$ cat src/rtl/instr_fetch_ctrl_pkg.sv
// Shared definitions for the instruction fetch sequencer.
//   state_t     : FSM state encoding
//   HALT_WORD   : ROM word that stops fetching (unmapped addresses read as zero)
//   PC_STEP_DEF : default sequential PC increment in bytes
package instr_fetch_ctrl_pkg;

  typedef enum logic [1:0] {
    ST_IDLE  = 2'd0,
    ST_FETCH = 2'd1,
    ST_HALT  = 2'd2
  } state_t;

  localparam logic [31:0] HALT_WORD   = 32'h0000_0000;
  localparam int          PC_STEP_DEF = 4;

endpackage

$ cat src/rtl/instr_fetch_ctrl_pc_unit.sv
// Program counter register with its next-PC mux.
// Ports:
//   clk, rst_n        : clock, async active-low reset (PC <- RESET_PC)
//   load_reset        : PC <- RESET_PC (start)
//   redirect          : PC <- redirect_pc with the low two bits cleared
//   advance           : PC <- PC + PC_STEP (wraps modulo 2^ADDR_W)
//   redirect_pc       : branch/jump target
//   pc                : current PC
// Priority: load_reset > redirect > advance > hold.
module pc_unit #(
  parameter int                ADDR_W   = 32,
  parameter logic [ADDR_W-1:0] RESET_PC = '0,
  parameter int                PC_STEP  = 4
) (
  input  logic              clk,
  input  logic              rst_n,
  input  logic              load_reset,
  input  logic              redirect,
  input  logic              advance,
  input  logic [ADDR_W-1:0] redirect_pc,
  output logic [ADDR_W-1:0] pc
);

  always_ff @(posedge clk or negedge rst_n) begin
    if (!rst_n) begin
      pc <= RESET_PC;
    end else if (load_reset) begin
      pc <= RESET_PC;
    end else if (redirect) begin
      // Misaligned targets are truncated to a word boundary.
      pc <= {redirect_pc[ADDR_W-1:2], 2'b00};
    end else if (advance) begin
      pc <= pc + ADDR_W'(PC_STEP);
    end
  end

endmodule

$ cat src/rtl/instr_fetch_ctrl.sv
// Fetch sequencer: owns the PC, addresses the combinational instruction ROM
// and registers each fetched word with its PC into a valid/ready stage.
// Ports:
//   clk, rst_n         : clock, async active-low reset
//   start              : pulse; begin fetching at RESET_PC (IDLE or HALT only)
//   imem_addr          : ROM address (= PC register)
//   imem_instr         : ROM data, combinational from imem_addr
//   redirect_valid/pc  : branch/jump redirect, flushes the output stage
//   out_valid/ready    : handshake toward decode
//   out_instr, out_pc  : fetched word and its address
//   busy, halted       : state is FETCH / HALT
//   fetch_count        : completed handshakes since last start (saturating)
//
// state    | meaning
// ---------+-------------------------------------------------------------
// ST_IDLE  | after reset; waits for start
// ST_FETCH | fetching one word per cycle when the output stage can accept
// ST_HALT  | zero word fetched; waits for start, ignores redirects
module instr_fetch_ctrl
  import instr_fetch_ctrl_pkg::*;
#(
  parameter int                ADDR_W   = 32,
  parameter logic [ADDR_W-1:0] RESET_PC = '0,
  parameter int                PC_STEP  = PC_STEP_DEF,
  parameter int                CNT_W    = 16
) (
  input  logic              clk,
  input  logic              rst_n,
  input  logic              start,
  output logic [ADDR_W-1:0] imem_addr,
  input  logic [31:0]       imem_instr,
  input  logic              redirect_valid,
  input  logic [ADDR_W-1:0] redirect_pc,
  output logic              out_valid,
  input  logic              out_ready,
  output logic [31:0]       out_instr,
  output logic [ADDR_W-1:0] out_pc,
  output logic              busy,
  output logic              halted,
  output logic [CNT_W-1:0]  fetch_count
);

  state_t            state, state_nxt;
  logic [ADDR_W-1:0] pc;
  logic              pc_load_reset, pc_redirect, pc_advance;
  logic              out_valid_nxt;
  logic              out_capture;
  logic              cnt_clear;
  logic              xfer;

  pc_unit #(
    .ADDR_W   (ADDR_W),
    .RESET_PC (RESET_PC),
    .PC_STEP  (PC_STEP)
  ) u_pc_unit (
    .clk         (clk),
    .rst_n       (rst_n),
    .load_reset  (pc_load_reset),
    .redirect    (pc_redirect),
    .advance     (pc_advance),
    .redirect_pc (redirect_pc),
    .pc          (pc)
  );

  assign imem_addr = pc;
  assign busy      = (state == ST_FETCH);
  assign halted    = (state == ST_HALT);
  // A transfer counts even when a redirect flushes the stage the same cycle.
  assign xfer      = out_valid && out_ready;

  always_comb begin
    state_nxt     = state;
    pc_load_reset = 1'b0;
    pc_redirect   = 1'b0;
    pc_advance    = 1'b0;
    out_valid_nxt = out_valid;
    out_capture   = 1'b0;
    cnt_clear     = 1'b0;
    unique case (state)
      ST_IDLE, ST_HALT: begin
        if (start) begin
          state_nxt     = ST_FETCH;
          pc_load_reset = 1'b1;
          cnt_clear     = 1'b1;
        end
      end
      ST_FETCH: begin
        if (redirect_valid) begin
          pc_redirect   = 1'b1;
          out_valid_nxt = 1'b0;
        end else if (!out_valid || out_ready) begin
          if (imem_instr == HALT_WORD) begin
            out_valid_nxt = 1'b0;
            state_nxt     = ST_HALT;
          end else begin
            out_valid_nxt = 1'b1;
            out_capture   = 1'b1;
            pc_advance    = 1'b1;
          end
        end
      end
      default: state_nxt = ST_IDLE;
    endcase
  end

  always_ff @(posedge clk or negedge rst_n) begin
    if (!rst_n) begin
      state     <= ST_IDLE;
      out_valid <= 1'b0;
      out_instr <= '0;
      out_pc    <= '0;
    end else begin
      state     <= state_nxt;
      out_valid <= out_valid_nxt;
      if (out_capture) begin
        out_instr <= imem_instr;
        out_pc    <= pc;
      end
    end
  end

  always_ff @(posedge clk or negedge rst_n) begin
    if (!rst_n) begin
      fetch_count <= '0;
    end else if (cnt_clear) begin
      fetch_count <= '0;
    end else if (xfer && (fetch_count != '1)) begin
      fetch_count <= fetch_count + 1'b1;
    end
  end

endmodule

$ cat config.mk
export PLATFORM = sky130hd
export DESIGN_NAME = instr_fetch_ctrl
export DESIGN_NICKNAME = d
export VERILOG_FILES = /design/src/rtl/instr_fetch_ctrl_pkg.sv /design/src/rtl/instr_fetch_ctrl_pc_unit.sv /design/src/rtl/instr_fetch_ctrl.sv
export SDC_FILE = /design/constraint.sdc
export NUM_CORES = 1
export LEC_CHECK = 0
export CORE_MARGIN = 5
export CORE_UTILIZATION = 46
export CTS_CLUSTER_SIZE = 30
export DETAILED_ROUTE_END_ITERATION = 10
export PLACE_DENSITY = 0.81
export SLEW_MARGIN = 20
export SYNTH_ARGS = -nofsm -noshare
export SYNTH_HDL_FRONTEND = slang
export SYNTH_SLANG_ARGS = --single-unit
$ cat constraint.sdc
create_clock -name clk -period 2.4 [get_ports clk]
set_input_delay 0.36 -clock clk [delete_from_list [all_inputs] [get_ports clk]]
set_output_delay 0.36 -clock clk [all_outputs]
set_load 0.01 [all_outputs]
==> summary.md <==
| Metric | Value |
|---|---|
| Num rows | 39 |
| Synth Area in Compound Gates | 0.109 |
| CP top delay family | simple AND/OR/NAND/NOR gates |
| CTS tree | done |
| Mapped Area | 5390 um^2 |
| Clock transition at the registers of the reported paths | around 0.070 ns |
| Die ar. | 14000 um^2 |
| Post-Synth Simple-Gate Area | 0.167 |
| Power per cell area | approximately 700 nW/um^2 |
| P_leak | around 3.1 nW |
| Synth warn | 0 |
| Dpl cells | approximately 800 |
| Synth Register Bits | roughly 110 |
| Critical path's slowest cell | or4_1 |
| Total Wirelength | between 15000 and 20000 um |
| Max stage delay on crit path | 0.47 ns |
| Peak supply drop | 0.000452 V |
| Critical path required time | around 2.7 ns |
| GRT Total Usage | 0.218 |
| Grt ovf | 0 |
| Max FO, Critical Path | 5 |
| RD Place Congestion | slightly above 0.8 |
| Asr flop ratio synth | 1.00 |
| Post-route cell area | around 7800 um^2 |
| Synth Flop Type | dfrtp_1 |
| Multiplexer area fraction after synthesis | 0.127 |
| Layout Utilization | 0.683 |
| Die Ht | 118 um |
| Hold slack | roughly 0.44 ns |
| Largest net degree at the start of global routing | 57 |
| P&R area growth vs syn | 45.3% |
| CP Data Arrival Time | between 2 and 2.5 ns |
| Remaining antenna violation count after routing | 0 |
| Setup crit start kind | flop |
| RSZ-0062 raised after global routing | no |
| Non-Filler Instances | between 800 and 900 |
| HPWL after DPL | around 11000 um |
| Routed length per placed instance | between 15 and 20 um |
| Final Setup Violations | 0 |
| Maxcap violations | 0 |
| Port bufs | roughly 180 |
| Main combinational cell family by area after synthesis | simple AND/OR/NAND/NOR gates |
| Mapped Cells | 477 |
| Fmax | between 400 and 500 MHz |
| CTS root buffer | clkbuf_16 |
| Run status | complete, no violations |
| Via count | approximately 4600 |
| Synth Area in XOR/XNOR | 0.0438 |
| Vias in the first global route | between 4000 and 5000 |
| Final-layout fill cell count | 854 |
| Post-synth EDFFs | 0 |
| Layout cells sized above 1 | 0.184 |
| CP cell instances | ha_1 > and4_1 > and2_1 > o2111ai_1 > buf_4 > or4_1 > nand3_1 |
| Cell accounting for the most synthesized area | dfrtp_1 |
| Ranking of synthesized cells by area | dfrtp_1, mux2_2, o21ai_0 |
| Total power | 5.61 mW |
| Worst path bufs/invs | 1 |
| Placed inst area | about 7500 um^2 |
| Slew headroom | 0.513 |
| CTS sink count | between 100 and 150 |
| Minimum clock period | ~2.2 ns |
| Slew Limit Fails | 0 |
| Clk buf depth | 2 |
| Register area share after synthesis | 0.515 |
| Diode count | 0 |
| Final Cycle Share | 0.909 |
| Vias per cell | ~5.6 |
| Die Width | ~120 um |
| TritonRoute pass-1 iters | 4 |
| Initial core utilization | 0.470 |
| Initial antenna violation count | 0 |
| Hold WC Path Type | input port to async pin |
| Top-area cell type share of the netlist area | 0.515 |
| Final net count | 746 |
| Core ar. | about 11000 um^2 |
| Adder-cell share of the synthesized area | 0.00464 |
| Crit. End Element | flop |
| CTS-repair resized insts | 0 |
| Iteration-0 DRC Markers | 304 |
| Mean area per synthesized cell | roughly 11 um^2 |
| Distinct cells, synth | 49 |
| Clock skew | between 0.008 and 0.009 ns |
| Cts bufs inserted | 9 |
| Ports | about 180 |
| Htree depth | 3 |
| Worst-Margin Slew | about 0.73 ns |
| Hold Fails Final Rpt | 0 |
| Worst skew pair latency | around 0.35 ns |
| DRC errors left | 0 |
| Crit Path Category | flop to flop |
| First-pass GRT wire length | roughly 25000 um |
-- stage by stage --
stage               setup TNS (ns)  worst slack (ns)
floorplan                        0             0.508
global placement             -4.97           -0.0959
detailed placement           -4.74            -0.108
CTS                              0             0.245
global route                     0            0.0810
finish                           0             0.218
-- worst paths after layout --
kind | end | slack, ns | cells after the start | start
hold / removal | out_pc[10] | 0.44 | 2 | rst_n
min in group clk | out_pc[18] | 0.49 | 2 | out_pc[18]
setup reg to reg | u_pc_unit.pc[26] | 0.22 | 7 | u_pc_unit.pc[3]
max in group asynchronous | out_pc[20] | 1.20 | 3 | rst_n
hold reg to reg | out_pc[18] | 0.49 | 2 | out_pc[18]
setup / recovery | u_pc_unit.pc[26] | 0.22 | 7 | u_pc_unit.pc[3]
-- cells by family after synthesis --
family,Yosys count
simple gates,150
flops,111
compound gates,92
mux,61
buf+inv,33
xor+xnor,27
fa+ha+maj,2
other cells,1
-- layout by cell type, fill, tap and decap left out, types with 5 or more instances in the layout --
master | netlist | routed
o211ai_1 | 5 | 5
nor4_1 | 11 | 11
or3_1 | 13 | 13
o2111ai_1 | 10 | 10
mux2_2 | 59 | 59
a31oi_1 | 11 | 11
nand3_1 | 13 | 13
nor3_1 | 12 | 12
xor2_1 | 10 | 10
nand2_1 | 30 | 30
clkdlybuf4s50_1 | 0 | 176
nand4_1 | 10 | 10
a21oi_1 | 13 | 13
dfrtp_1 | 111 | 111
o21ai_0 | 41 | 41
clkbuf_16 | 0 | 9
buf_4 | 9 | 29
xnor2_1 | 17 | 17
nor2_1 | 24 | 24
nor4_2 | 9 | 9
and3_1 | 6 | 6
inv_1 | 9 | 9
-- final cells by class --
type,count,area (um^2),share of cell area
timing repair buffer,208,2030,0.259
inverter,9,33.8,0.00431
tap,143,179,0.0228
clock buffer,9,225,0.0287
multi-input combinational,336,2450,0.313
clock inverter,7,143,0.0182
sequential,111,2780,0.354
-- repair_timing --
| action | 4_1_cts | 5_1_grt |
|---|---|---|
| hold buffers | 1 | 0 |
| hold endpoints to repair | 22 | 0 |
| setup buffers | 0 | 0 |
-- cells in the mapped netlist (10+ instances only) --
cell,n
o2111ai_1,10
nand2_1,30
mux2_2,59
dfrtp_1,111
xor2_1,10
nor4_1,11
nor3_1,12
o21ai_0,41
a21oi_1,13
a31oi_1,11
xnor2_1,17
nand4_1,10
nor2_1,24
nand3_1,13
or3_1,13
-- report_power, final --
group	switching, mW	internal [mW]	total (mW)
clock	0.704	1.13	1.83
sequential	0.229	2.13	2.36
combinational	0.576	0.831	1.41
total	1.51	4.10	5.61
-- flip-flops by register name, indices dropped and copies added, names as in the netlist --
name and count:
u_pc_unit.pc 30, out_valid 1, out_pc 30, state 2, fetch_count 16, out_instr 32
-- worst register-to-register path, cell delays in order, from the launching register on --
cell and delay (ns):
dfrtp_1 0.36, ha_1 0.20, and4_1 0.33, and2_1 0.26, o2111ai_1 0.20, buf_4 0.20, or4_1 0.47, nand3_1 0.11
-- per-layer routing --
layer,share of wire,global-route usage,vias up
met1,0.42,0.275,2288
li1,-,-,2164
met3,0.067,0.0564,19
met5,0,0,-
met2,0.50,0.365,171
met4,0.017,0.0760,0
Note: power is estimated with default switching activity, not from simulation.
